`config.mk`:
```
export PLATFORM = sky130hd
export DESIGN_NAME = neuron_spike_collector
export DESIGN_NICKNAME = d
export VERILOG_FILES = /design/src/rtl/neuron_spike_collector.sv
export SDC_FILE = /design/constraint.sdc
export NUM_CORES = 1
export LEC_CHECK = 0
export ABC_AREA = 1
export CORE_AREA = 2 2 69 71
export DETAILED_ROUTE_END_ITERATION = 10
export DIE_AREA = 0 0 71 73
export GPL_ROUTABILITY_DRIVEN = 0
export GPL_TIMING_DRIVEN = 0
export PLACE_DENSITY = 0.78
export SLEW_MARGIN = 20
export SYNTH_ARGS = -nofsm -noshare
export SYNTH_HDL_FRONTEND = slang
export SYNTH_SLANG_ARGS = --single-unit
```
`constraint.sdc`:
```
create_clock -name clk -period 2.7 [get_ports clk]
set_input_delay 0.54 -clock clk [delete_from_list [all_inputs] [get_ports clk]]
set_output_delay 0.54 -clock clk [all_outputs]
set_load 0.1 [all_outputs]
```
`src/rtl/neuron_spike_collector.sv`:
```
// Neuron spike-report collector: captures each neuron's sticky report once per
// inference and serialises the reports, tagged with the neuron ID, onto one
// AXI-Stream master. Raises done once every report has been accepted.
module neuron_spike_collector #(
  parameter int unsigned N  = 4,
  parameter int unsigned S  = 8,
  parameter int unsigned TW = 4,
  localparam int unsigned IW = $clog2(N)
) (
  input  logic              clk,
  input  logic              reset,
  input  logic              clear,
  input  logic [N-1:0]      s_tvalid,
  input  logic [N*S-1:0]    s_tdata,
  input  logic [N*TW-1:0]   s_tuser,
  output logic              m_tvalid,
  input  logic              m_tready,
  output logic [S-1:0]      m_tdata,
  output logic [IW+TW-1:0]  m_tuser,
  output logic              m_tlast,
  output logic [N-1:0]      captured,
  output logic              done
);

  localparam int unsigned CW = $clog2(N + 1);

  typedef enum logic [1:0] {SCAN, SEND, DONE} state_e;

  state_e            state_q, state_d;
  logic [IW-1:0]     rr_q, rr_d;
  logic [CW-1:0]     cnt_q, cnt_d;
  logic              m_tvalid_q, m_tvalid_d;
  logic [S-1:0]      m_tdata_q, m_tdata_d;
  logic [IW+TW-1:0]  m_tuser_q, m_tuser_d;
  logic              m_tlast_q, m_tlast_d;
  logic [N-1:0]      captured_q, captured_d;
  logic              done_q, done_d;

  logic [N-1:0]      elig;
  logic              grant_vld;
  logic [IW-1:0]     grant_idx;
  logic [S-1:0]      sel_tdata;
  logic [TW-1:0]     sel_tuser;
  logic              free;
  logic              load;
  logic              hs;

  // Round-robin arbiter: first eligible neuron at or after rr_q, wrapping.
  always_comb begin : arb_p
    int unsigned idx;
    elig      = s_tvalid & ~captured_q;
    grant_vld = 1'b0;
    grant_idx = '0;
    idx       = 0;
    for (int k = 0; k < int'(N); k++) begin
      idx = (32'(rr_q) + 32'(k)) % N;
      if (!grant_vld && elig[IW'(idx)]) begin
        grant_vld = 1'b1;
        grant_idx = IW'(idx);
      end
    end
  end

  // Payload mux for the granted neuron.
  always_comb begin
    sel_tdata = '0;
    sel_tuser = '0;
    for (int j = 0; j < int'(N); j++) begin
      if (grant_idx == IW'(j)) begin
        sel_tdata = s_tdata[j*S +: S];
        sel_tuser = s_tuser[j*TW +: TW];
      end
    end
  end

  // Next-state: output register load/drain, beat counting and FSM.
  always_comb begin
    state_d    = state_q;
    rr_d       = rr_q;
    cnt_d      = cnt_q;
    m_tvalid_d = m_tvalid_q;
    m_tdata_d  = m_tdata_q;
    m_tuser_d  = m_tuser_q;
    m_tlast_d  = m_tlast_q;
    captured_d = captured_q;

    free = !m_tvalid_q || m_tready;
    hs   = m_tvalid_q && m_tready;
    load = grant_vld && free && (state_q != DONE);

    if (load) begin
      m_tdata_d  = sel_tdata;
      m_tuser_d  = {grant_idx, sel_tuser};
      captured_d = captured_q | (N'(1) << grant_idx);
      m_tvalid_d = 1'b1;
      m_tlast_d  = (cnt_q == CW'(N - 1));
      cnt_d      = (cnt_q == CW'(N)) ? cnt_q : cnt_q + CW'(1);
      rr_d       = (grant_idx == IW'(N - 1)) ? '0 : grant_idx + IW'(1);
    end else if (free) begin
      m_tvalid_d = 1'b0;
    end

    case (state_q)
      SCAN:    if (load) state_d = SEND;
      SEND:    if (hs && m_tlast_q) state_d = DONE;
      DONE:    state_d = DONE;
      default: state_d = SCAN;
    endcase

    done_d = (state_d == DONE);
  end

  // State registers; clear behaves exactly like reset and wins over a handshake.
  always_ff @(posedge clk) begin
    if (reset || clear) begin
      state_q    <= SCAN;
      rr_q       <= '0;
      cnt_q      <= '0;
      m_tvalid_q <= 1'b0;
      m_tdata_q  <= '0;
      m_tuser_q  <= '0;
      m_tlast_q  <= 1'b0;
      captured_q <= '0;
      done_q     <= 1'b0;
    end else begin
      state_q    <= state_d;
      rr_q       <= rr_d;
      cnt_q      <= cnt_d;
      m_tvalid_q <= m_tvalid_d;
      m_tdata_q  <= m_tdata_d;
      m_tuser_q  <= m_tuser_d;
      m_tlast_q  <= m_tlast_d;
      captured_q <= captured_d;
      done_q     <= done_d;
    end
  end

  assign m_tvalid = m_tvalid_q;
  assign m_tdata  = m_tdata_q;
  assign m_tuser  = m_tuser_q;
  assign m_tlast  = m_tlast_q;
  assign captured = captured_q;
  assign done     = done_q;

endmodule

```
# Word level (Yosys, flattened, before mapping)
# Index checks and enable logic that the tools add are counted.
# totals
word_cells	79
out_inout_bits	21
ff_bits	28
# op_classes
bitwise	4
mux	30
n_eq_ne	9
reduce_logical	17
magnitude_cmp	4
shifts	1
n_addsub	5
# op_table
op	n
two-way mux 8 bit	4
two-way mux 4 bit	4
two-way mux 2 bit	7
less-than comparator 2 x 3 -> 1 bit, second input constant	4
two-way mux 1 bit	10
binary-select mux 1 bit (select 2 bit)	4
equality test 2 bit, second input constant	4
logical AND 1 bit	7
one-hot mux 2 bit (3 select lines)	1
adder 2 x 1 -> 2 bit, second input constant	2
adder 2 bit, second input constant	2
AND 4 bit	1
equality test 2 x 1 -> 1 bit, second input constant	2
logical NOT 1 bit	4
logical NOT 2 bit	2
NOT 4 bit	1
bitwise OR 4 bit	1
<< shifter 1 x 2 -> 4 bit, first input constant	1
adder 3 x 1 -> 3 bit, second input constant	1
equality test 3 x 2 -> 1 bit, second input constant	1
equality test 3 bit, second input constant	1
logical OR 1 bit	2
inequality test 2 bit, second input constant	1
AND reduction 2 bit	1
other kinds (2)	2

# Logic depth before layout (Yosys ltp)
# logic_depth
depth_word	19
mapped_depth	22
depth_no_buf	20

# Least setup slack after synthesis
# OpenSTA, ideal clock, no wires.
# synth_timing
path_type	register to register
start	register captured_q[3] (netlist: captured[3])
end	register m_tdata_q[0] (netlist: m_tdata[0])
slack_ns	-0.358
synth_period_minus_slack_ns	3.058
arrival_time_ns	2.987
t_required_ns	2.630
n_path_buf	1
path_stages_with_launch	20
path_cell_list	dfxtp_1 inv_1 nand3_2 nand3_1 nand2_2 and2_1 nand2_1 nand2_1 nand2_1 nand2_1 inv_1 ha_1 nor2_1 buf_2 nand2_1 nand2_1 o21ai_0 o21ai_0 nand3_1 a21oi_1
# synth_via
elab_chain_len	19
word_cells_on_any_way	34
cone_classes	3 x eq/ne; 20 x mux; 2 x bitwise; 9 x reduce/logical
# synth_lines
element	line	source
start: declaration	36	logic [N-1:0] captured_q, captured_d;
start signal: assignment	133	captured_q <= captured_d;
NOT 4 bit *	51	elig = s_tvalid & ~captured_q;
AND 4 bit *	51	
binary-select mux 1 bit (select 2 bit)	57	if (!grant_vld && elig[IW'(idx)]) begin
two-way mux 1 bit (implied by the code)	57	
two-way mux 1 bit	57	
logical NOT 1 bit	57	
logical AND 1 bit	57	
two-way mux 1 bit	57	
[... 2 more ...]	-	
two-way mux 1 bit	57	
logical NOT 1 bit	57	
logical AND 1 bit	57	
two-way mux 2 bit *	57	
named net grant_idx[1]	41	logic [IW-1:0] grant_idx;
logical NOT 2 bit	69	if (grant_idx == IW'(j)) begin
two-way mux 8 bit (3 in a row)	69	
two-way mux 8 bit *	69	
end signal: assignment	130	m_tdata_q <= m_tdata_d;
end: declaration	33	logic [S-1:0] m_tdata_q, m_tdata_d;
# Mark *: on every way through the listed nets, which the timed path passes. The rest lies on a longest branch. The select of a mux whose other input is x is not followed.
# A chain may end at the register's enable or synchronous reset.

# Worst setup path after layout
# layout_timing
start	register rr_q[0]
end	register m_tuser_q[2] (netlist: m_tuser[2])
# layout_via
elab_chain_len	17
word_cells_on_any_way	35
cone_classes	3 x add/sub; 3 x eq/ne; 20 x mux; 9 x reduce/logical
# layout_lines
element	line	source
start: declaration	30	logic [IW-1:0] rr_q, rr_d;
start signal: assignment	127	rr_q <= rr_d;
branches (longest 11 deep; another with adder 2 x 1 -> 2 bit)	-	
two-way mux 2 bit *	57	
named net grant_idx[1]	41	
logical NOT 2 bit	69	
two-way mux 4 bit (3 in a row)	69	
two-way mux 4 bit *	69	
end signal: assignment	131	m_tuser_q <= m_tuser_d;
end: declaration	34	logic [IW+TW-1:0] m_tuser_q, m_tuser_d;
# Mark *: on every way through the listed nets, which the timed path passes. The select of a mux whose other input is x is not followed.

==> metrics.md <==
| Metric | Value |
|---|---|
| Number of max-cap violations | `0` |
| Peak supply drop | `0.000841 V` |
| Combinational share of power | `0.808` |
| Ys flop type | `dfxtp_1` |
| Hold WS | `between 0.4 and 0.5 ns` |
| Bufs and invs on worst path | `5` |
| Vert. Die Dim | `73 µm` |
| Max FO, Critical Path | `7` |
| Critical path's top delay family | `simple AND/OR/NAND/NOR gates` |
| Die Wd | `71 µm` |
| Most common cell after layout, fill and taps aside | `nand2_1` |
| Hold_sp | `m_tuser[2]$_SDFFE_PP0P_` |
| Area Growth Syn to Fin | `65.7%` |
| CP endpoint kind | `flop` |
| Slew HR | `0.329` |
| Max-slew violation count | `0` |
| Share of cells above drive strength 1 | `0.207` |
| Fraction of registers with async set/reset | `0` |
| P_int | `2.17 mW` |
| Flop pwr share | `0.129` |
| Warnings from Yosys | `0` |
| Synth Register Bits | `28` |
| Largest net degree at the start of global routing | `17` |
| Vias after detailed routing | `2198` |
| Nets@finish | `between 400 and 500` |
| WHS Path Cells | `2` |
| Core area | `between 4000 and 5000 µm²` |
| Clock buffer depth | `2` |
| Worst path slowest cell | `dfxtp_2` |
| First-pass GRT wire length | `9160 µm` |
| Total GRT Usage | `0.218` |
| Hold WC Path Type | `flop to flop` |
| CP cell instances | `buf_6, clkinv_8, nand2_2, nand2_2, nand3_2, nand2_4, and2_4, nand2_1, nand2_1, nand2_1, nand2_2, inv_2, ha_4, inv_1, nor2_4, buf_6, nand2_1, nand2_1, o21ai_1, o21ai_1, nand3_1, a21oi_1` |
| Initial DRC Count | `168` |
| Crit path setup slack, layout | `0.169 ns` |
| Leading cell types in the layout, fill and taps excluded | `nand2_1 (77), clkdlybuf4s50_1 (72), a21oi_1 (32)` |
| Num CTS Buffers | `3` |
| Required @ worst endpoint | `2.91 ns` |
| CTS root buf | `clkbuf_8` |
| Crit start category | `flop` |
| Number of synthesized flops with an enable pin | `0` |
| Synth cell types | `25` |
| Final Util | `0.669` |
| RR Endpoint | `m_tuser[2]$_SDFFE_PP0P_` |
| Finish-stage setup viols | `0` |
| TritonRoute pass-1 iters | `4` |
| Critical setup path kind | `flop to flop` |
| Net Sw Frac | `0.540` |
| Clock power share | `0.063` |
| Final WL | `5840 µm` |
| R2r startpoint | `rr_q[0]$_SDFFE_PP0P_` |
| Design area | `3040 µm²` |
| WL per Instance | `13.4 µm` |
| Clock transition at path regs | `roughly 0.1 ns` |
| Hold_buf cts | `0` |
| Final ANT Viol Nets | `0` |
| ANT cells | `0` |
| WP data arrival | `around 2.7 ns` |
| Min cycle time layout | `~2.5 ns` |
| CP peak stage delay | `0.35 ns` |
| Initial antenna violation count | `0` |
| Skew final | `0.00582 ns` |
| Sequential fraction of the synthesis area | `0.306` |
| DRC | `0` |
| Grt ovf | `0` |
| Hold Path Sink | `m_tuser[2]$_SDFFE_PP0P_` |
| F_max | `slightly below 400 MHz` |
| Net Switching | `2.55 mW` |
| Syn nets | `347` |
| Clock Latency Late Sink | `0.28 ns` |
| Syn Area/Cell | `6.45 µm²` |
| Vias in the first global route | `2129` |
| Hold Vio Cnt, Final | `0` |
| IO Pins | `77` |
| Routed vias/inst | `5.05` |
| R2R setup slack | `0.17 ns` |
| H-tree levels | `1` |
| Post-placement setup slack | `-0.701 ns` |
| DIE AREA | `5180 µm²` |
| PortBufs | `76` |
| Most common cell on crit path | `nand2_1` |
| CTS Sinks | `28` |
| CTS tree | `done` |
| Initial Utilization | `0.404` |
| Dpl hpwl | `4060 µm` |
| Site Rows | `25` |
| Final period util | `0.937` |
| Measured slew at the worst slew-check pin | `~1.0 ns` |
| Syn Std Cell Area | `around 1800 µm²` |
| Design Power | `approximately 4.7 mW` |
| Status | `finished, final reports clean` |
| Post-Syn Instances | `284` |
| Worst r2r path cells | `22` |
| Pwr/cell area | `about 1600 nW/µm²` |
| Leak | `around 1.3 nW` |
| DP Area | `between 2000 and 3000 µm²` |
## synthesized netlist by cell type, types with 2 or more instances
| cell type | n | share of area |
|---|---|---|
| nand2_1 | 84 | 0.17 |
| a21oi_1 | 33 | 0.090 |
| nand3_1 | 33 | 0.090 |
| dfxtp_1 | 28 | 0.31 |
| o21ai_0 | 21 | 0.057 |
| inv_1 | 20 | 0.041 |
| nor2_1 | 14 | 0.029 |
| clkbuf_1 | 8 | 0.016 |
| ha_1 | 7 | 0.048 |
| nand3_2 | 6 | 0.033 |
| nand2_2 | 5 | 0.017 |
| buf_4 | 3 | 0.012 |
| buf_6 | 3 | 0.018 |
| nand4_1 | 3 | 0.010 |
| o21ai_1 | 3 | 0.0082 |
| a211oi_1 | 2 | 0.0082 |
| buf_2 | 2 | 0.0055 |
| nor2_4 | 2 | 0.012 |
## power by group through the flow
stage                     clock network (mW)  registers [mW]  logic, mW
after floorplan                            0            1.30       1.66
after global placement                     0           0.610       2.99
after detailed placement                   0           0.612       3.04
after CTS                              0.299           0.605       3.53
after global routing                   0.318           0.621       4.17
final                                  0.298           0.608       3.81
## per-layer routing
layer / part of all wire / routed length, µm / GRT usage
met1: 0.41 / 2390 / 0.254
met2: 0.50 / 2920 / 0.393
met3: 0.074 / 431 / 0.0663
met4: 0.017 / 101 / 0.0503
met5: 0 / 0 / 0
## sequential cells by signal, summed over array words and instances, names as in the netlist
| name | flops |
|---|---|
| m_tvalid | 1 |
| m_tlast | 1 |
| m_tdata | 8 |
| captured | 4 |
| m_tuser | 6 |
| done | 1 |
| cnt_q | 3 |
| rr_q | 2 |
| state_q | 2 |
## what timing repair did
item	4_1_cts	5_1_grt
resized for setup	37	27
hold endpoints to repair	0	0
cloned	1	1
setup buffers	8	9
pin swaps	13	12
endpoints found under the setup margin	13	13
## layout make-up
| class | count | area (µm²) |
|---|---|---|
| Clock buffer | 4 | 66.3 |
| Inverter | 22 | 100 |
| Multi-Input combinational cell | 217 | 1200 |
| Buffer | 15 | 124 |
| Sequential cell | 28 | 569 |
| Tap cell | 54 | 67.6 |
| Timing Repair Buffer | 95 | 903 |
| Fill cell | 381 | 1500 |
## worst max-delay path by stage
stage          cells past startpoint                     start                      end  slack [ns]
2_1_floorplan                     19  captured[2]$_SDFFE_PP0P_  m_tdata[0]$_SDFFE_PP0P_        0.01
3_3_place_gp                      18               s_tvalid[3]  m_tuser[2]$_SDFFE_PP0P_       -0.65
3_5_place_dp                      18               s_tvalid[3]  m_tuser[2]$_SDFFE_PP0P_       -0.70
4_1_cts                           20               s_tvalid[0]  m_tdata[1]$_SDFFE_PP0P_       0.005
5_1_grt                           22      rr_q[0]$_SDFFE_PP0P_  m_tuser[3]$_SDFFE_PP0P_       -0.07
6_report                          22      rr_q[0]$_SDFFE_PP0P_  m_tuser[2]$_SDFFE_PP0P_        0.17
## metrics by stage
stage               setup TNS, ns  cells
floorplan                       0    284
global placement            -7.04    414
detailed placement          -7.72    414
CTS                             0    427
global route               -0.278    435
finish                          0    435
## cell families (layout without fill, tap and decap cells)
logic type,count (synthesis),after routing,share of synthesized area
buf+inv,39,136,0.104
compound gates,61,61,0.172
fa+ha+maj,7,7,0.0478
flops,28,28,0.306
simple gates,149,149,0.370
## worst register-to-register path: stages (launching register included)
cell and delay, ns:
dfxtp_2 0.35, buf_6 0.14, clkinv_8 0.08, nand2_2 0.07, nand2_2 0.07, nand3_2 0.09
nand2_4 0.07, and2_4 0.17, nand2_1 0.06, nand2_1 0.05, nand2_1 0.09, nand2_2 0.09
inv_2 0.11, ha_4 0.14, inv_1 0.06, nor2_4 0.13, buf_6 0.13, nand2_1 0.04
nand2_1 0.04, o21ai_1 0.07, o21ai_1 0.17, nand3_1 0.10, a21oi_1 0.16
(Power assumes the default switching activity.)
==> RTL change 1 (same settings) <==
The 3 states of `state_e` get a one-hot encoding in 3 bits.
--- a/src/rtl/neuron_spike_collector.sv
+++ b/src/rtl/neuron_spike_collector.sv
@@ -24,7 +24,7 @@
 
   localparam int unsigned CW = $clog2(N + 1);
 
-  typedef enum logic [1:0] {SCAN, SEND, DONE} state_e;
+  typedef enum logic [2:0] {SCAN = 3'b001, SEND = 3'b010, DONE = 3'b100} state_e;
 
   state_e            state_q, state_d;
   logic [IW-1:0]     rr_q, rr_d;
Function: same outputs for any inputs over 10 cycles, from zero or initial values; not proved beyond that.
==> RTL change 1 against the unedited design <==
  * Total power shrank 18%
  * Clock skew is essentially flat
  * Sequential cell count up 1
  * Fmax increased by 3.0%
  * Utilization decreased by 3.0 points
  * Wire length down 13%
  * Die area did not move
  * Synthesized area grew 0.20%
  * Final area is 4.5% lower
  * Final cell count down 1.8%
  * Critical path type unchanged
  * Setup slack gained 0.073 ns
==> RTL change 1: results (changes against the unedited design) <==
** Logic synthesis
- Synth warnings :: 0 (unchanged)
- Largest cells by area after synthesis :: dfxtp_1 (32%), nand2_1 (22%), a21oi_1 (6.8%), o21ai_0 (6.5%), nand3_1 (5.2%)
- Register area share after synthesis :: 0.316 (+0.0103)
- Share of synthesized registers carrying an async set or reset :: 0 (unchanged)
- Number of distinct library cells after synthesis :: 24 (-4.0%)
- The gate count of the mapped netlist is 286 (+0.70%).
- Among all flip-flop cells after synthesis, the most frequent one is dfxtp_1.
- The number of nets produced by synthesis is 349 (+0.58%).
- Sorting the synthesized cells by how often they occur yields nand2_1 (106), dfxtp_1 (29), a21oi_1 (25).

** Pwr
- The worst IR drop on VDD came to 679 uV (-19%).
- Leak pwr :: 1.26 nW (-1.5%)
- Design internal power :: 1.78 mW (-18%)

** Placed design
- Post-placement setup slack :: -0.597 ns (+0.104 ns)
- The cell count after placement is 416 (+0.48%).
- The post-detailed-placement half-perimeter wirelength is 3940 um (-2.9%).
- The instance area after placement came to 2670 um2 (about the same).
- The count of input and output buffers came to 76 (unchanged).

** Clock tree
- The clock latency at the later pin of the worst-skew pair is 0.28 ns (about the same).
- CTS Buf Count :: 5 (+2)
- The number of levels the H-tree was split into is 2 (+1).
- Clock transition at the register clock pins on the worst setup and hold paths after CTS :: 0.07 ns (-0.03 ns)
- Clock tree root driver cell :: clkbuf_8

** STA
- Worst clock skew :: 0.00611 ns (+0.000289 ns)
- Maximum achievable frequency :: 0.407 GHz (+3.0%)
- The worst hold margin came to 0.472 ns (+0.00195 ns).
- The headroom to the max-slew limit was 0.330 (+0.000949).

** Setup path
- The critical-path maximum fanout came to 8 (+1).
- Setup crit start :: rr_q[0]$_SDFFE_PP0P_
- Following the worst setup path forward leads to its endpoint at m_tdata[3]$_SDFFE_PP0P_.
- Length in cells of the worst reg-to-reg path :: 22 (unchanged)
- Worst Path Arrival :: 2.67 ns (-0.07 ns)

** Layout
- Final instance count without filler cells :: 427 (-1.8%)
- # nets final :: 435 (-2.2%)
- The flip-flop count of the largest register after layout is 8 (unchanged).
- The number of fillers in the final layout is 410 (+7.6%).
- The fraction of final layout cells with drive strength greater than 1 came to 0.164 (-0.0438).
- The final antenna diode count is 0 (unchanged).

** Global routing
- Via count of the first global-routing pass :: 1848 (-13%)
- The wire length of the first global-routing pass is 8300 um (-9.3%).
- Number of antenna violations at the first check in global routing :: 0 (unchanged)
- The total routing resource utilization after global routing was 0.202 (-0.0158).
- The largest net degree at the start of global routing came to 12 (-5).

** Route
- The average via count per standard cell was 4.83 (-4.4%).
- 1st-pass router iterations :: 5 (+1)
- The count of routing violations after the opening detailed-route iteration is 47 (-72%).
- Per-cell routed wire length :: 11.9 um (-11%)

** Min path
- The number of cells on the worst hold path was 2 (unchanged).
- For hold timing, the worst endpoint is m_tuser[1]$_SDFFE_PP0P_.
- The startpoint identified for the worst hold timing path is m_tuser[1]$_SDFFE_PP0P_.

** Run status
- The flow ran to the end, and the final reports show no timing, DRC or antenna violations.
==> RTL change 1: layout make-up <==
type	count	area [um2]	area share
well taps	54	67.6	0.0233
inverters	27	114	0.0393
clock buffers	5	68.8	0.0237
repair buffers	80	805	0.277
clock inverters	3	22.5	0.00777
flip-flops and latches	29	586	0.202
plain buffers	12	100	0.0345
multi-input cells	217	1140	0.392
==> RTL change 1: kinds of logic after synthesis <==
family	after synthesis	share of synthesized area
adders and majority gates	7	0.0477
and+or+nand+nor	152	0.357
AOI/OAI and AO/OA	58	0.175
buffers and inverters	40	0.104
DFF	29	0.316
==> RTL change 1: routing by layer <==
layer	vias up	routed length, um	global-route usage
met3	2	341	0.0691
met4	0	25	0.0566
met2	51	2560	0.344
li1	1090	-	-
met5	-	0	0
met1	920	2150	0.244
==> RTL change 1: critical path, cell delays in order (launching register included) <==
cell     delay (ns)
dfxtp_1        0.31
buf_6          0.15
inv_8          0.08
nand2_1        0.06
nand2_2        0.09
nand3_2        0.09
nand2_4        0.10
nand2_1        0.05
inv_1          0.08
nand3_1        0.07
nand2_1        0.09
nand2_2        0.08
inv_2          0.09
ha_1           0.15
inv_1          0.06
nor2_4         0.14
buf_6          0.14
nand2_1        0.05
nand2_1        0.05
o21ai_0        0.09
o21ai_1        0.15
nand2_1        0.09
a21oi_2        0.12
==> RTL change 1: repair_timing <==
action                     in CTS  in global routing
pin swaps                       1                  5
gates resized for setup        17                 26
gates cloned                    0                  1
setup endpoints to repair      12                 13
setup buffers                   1                  2
==> RTL change 1: power by group through the flow <==
stage,clock network [mW],registers [mW],logic (mW)
finish,0.362,0.582,2.92
CTS,0.372,0.580,2.74
global placement,0,0.586,2.52
detailed placement,0,0.589,2.56
global route,0.396,0.594,3.25
floorplan,0,1.04,1.53
==> RTL change 2 (same settings) <==
Made on the original files. `TW`: 4 -> 3.
--- a/src/rtl/neuron_spike_collector.sv
+++ b/src/rtl/neuron_spike_collector.sv
@@ -4,7 +4,7 @@
 module neuron_spike_collector #(
   parameter int unsigned N  = 4,
   parameter int unsigned S  = 8,
-  parameter int unsigned TW = 4,
+  parameter int unsigned TW = 3,
   localparam int unsigned IW = $clog2(N)
 ) (
   input  logic              clk,
Ports: changed (resized m_tuser and s_tuser); port bits go from 77 to 72. No check against the original RTL was run, so the function may have changed too.
==> RTL change 2 against the unedited design <==
  * Final area is 10% lower
  * Wire length shrank 15%
  * Largest power group unchanged
  * Sequential cell count is 1 lower
  * Clock power down 20%
  * Total power decreased by 26%
  * Setup slack better by 0.037 ns
  * Final cell count fell by 7.6%
  * Critical path type unchanged
  * Synthesized area is 6.5% lower
==> RTL change 2: results (changes against the unedited design) <==
** Route
- The average via count per standard cell came to 4.94 (-2.3%).
- The wire length per cell is 12.3 um (-8.3%).
- Routed signal wires occupy layers up through met4.
- Routed length on met2 :: 2520 um (-14%)
- M1 WL :: 2010 um (-16%)
- The count of routing violations after the opening detailed-route iteration was 70 (-58%).
- Met3 Routed Length :: 356 um (-17%)
- The number of detailed-routing iterations run before antenna repair was 5 (+1).

** Setup path
- The critical path arrival is 2.71 ns (-0.03 ns).
- The critical-path maximum fanout came to 10 (+3).
- The slowest stage of the critical path is the dfxtp_1 cell.
- The delay contributed by the slowest stage of the critical path is 0.32 ns (-0.03 ns).

** Global routing
- Grt met2 use :: 0.334 (-0.0582)
- The number of global-route vias before repair is 1828 (-14%).
- The total routing resource utilization after global routing came to 0.187 (-0.0312).
- The number of antenna violations at the first check in global routing is 0 (unchanged).
- The met3 usage came to 0.0539 (-0.0124).
- Wire length of the first global-routing pass :: 7780 um (-15%)

** Layout
- Multi-In Gates :: 208 (-4.1%)
- # nets final :: 408 (-8.3%)
- Share of layout cells above drive strength 1 :: 0.164 (-0.0436)
- Number of flip-flops and latches :: 27 (-3.6%)
- The layout buffering overhead excluding clock cells came to 0.313 (-0.0255).
- The number of fillers in the final layout came to 408 (+7.1%).
- The number of non-clock buffers was 87 (-21%).
- Count of inserted antenna diode cells :: 0 (unchanged)
- Final instance count without filler cells :: 402 (-7.6%)
- The proportion of cell area occupied by registers is 0.200 (+0.0128).
- The share of final layout cell area taken by clock buffers and inverters was 0.0179 (-0.00392).

** Pwr
- The leakage component of the power is 1.16 nW (-9.1%).
- Power share of the sequential group :: 0.150 (+0.021)
- The total internal power came to 1.57 mW (-28%).
- Maximum vdd ir drop :: 610 uV (-27%)
- Combinational Power :: 2.73 mW (-28%)
- Power per standard cell area :: 1280 nW/um2 (-17%)

** Placed design
- The count of input and output buffers was 71 (-6.6%).
- Post-placement setup slack :: -0.649 ns (+0.0521 ns)
- Detail Placement HPWL :: 3790 um (-6.6%)

** Logic synthesis
- The synthesized area divided by synthesized cell count came to 6.34 um2 (-1.6%).
- The count of distinct cell types in the synthesized netlist was 20 (-20%).
- The post-synthesis adder-cell area fraction came to 0.0511 (+0.00332).
- The complex-gate fraction of the synthesized area was 0.176 (+0.00391).
- Largest cells by area after synthesis :: dfxtp_1 (32%), nand2_1 (21%), a21oi_1 (9.3%), o21ai_0 (6.4%), nand3_1 (6.1%)
- The share of synthesized area spent on multiplexers is 0 (unchanged).
- Ranking of synthesized cells by instance count :: nand2_1 (96), a21oi_1 (32), dfxtp_1 (27)
- Net Count, Synth :: 329 (-5.2%)

** STA
- The clock skew after layout is 0.00165 ns (-0.00418 ns).
- The transition time at the pin with the least slew margin came to 0.996 ns (-0.00708 ns).

** Clock tree
- The number of setup buffers added after CTS came to 1 (-7).

** Run status
- The flow ran to the end, and the final reports show no timing, DRC or antenna violations.
RTL change 2: stage by stage:
| stage | instance area [um2] | hold WS [ns] |
|---|---|---|
| 2_1_floorplan | 1720 | 0.493 |
| 3_3_place_gp | 2500 | 0.450 |
| 3_5_place_dp | 2500 | 0.455 |
| 4_1_cts | 2580 | 0.470 |
| 5_1_grt | 2720 | 0.487 |
| 6_report | 2720 | 0.472 |
RTL change 2: path summary, 6_finish.rpt:
| check | start | endpoint | slack (ns) | cells past startpoint |
|---|---|---|---|---|
| worst max register to register | rr_q[1]$_SDFFE_PP0P_ | m_tdata[3]$_SDFFE_PP0P_ | 0.21 | 21 |
| worst max-delay path | rr_q[1]$_SDFFE_PP0P_ | m_tdata[3]$_SDFFE_PP0P_ | 0.21 | 21 |
| worst min-delay path | m_tdata[5]$_SDFFE_PP0P_ | m_tdata[5]$_SDFFE_PP0P_ | 0.47 | 2 |
| worst min register to register | m_tdata[5]$_SDFFE_PP0P_ | m_tdata[5]$_SDFFE_PP0P_ | 0.47 | 2 |
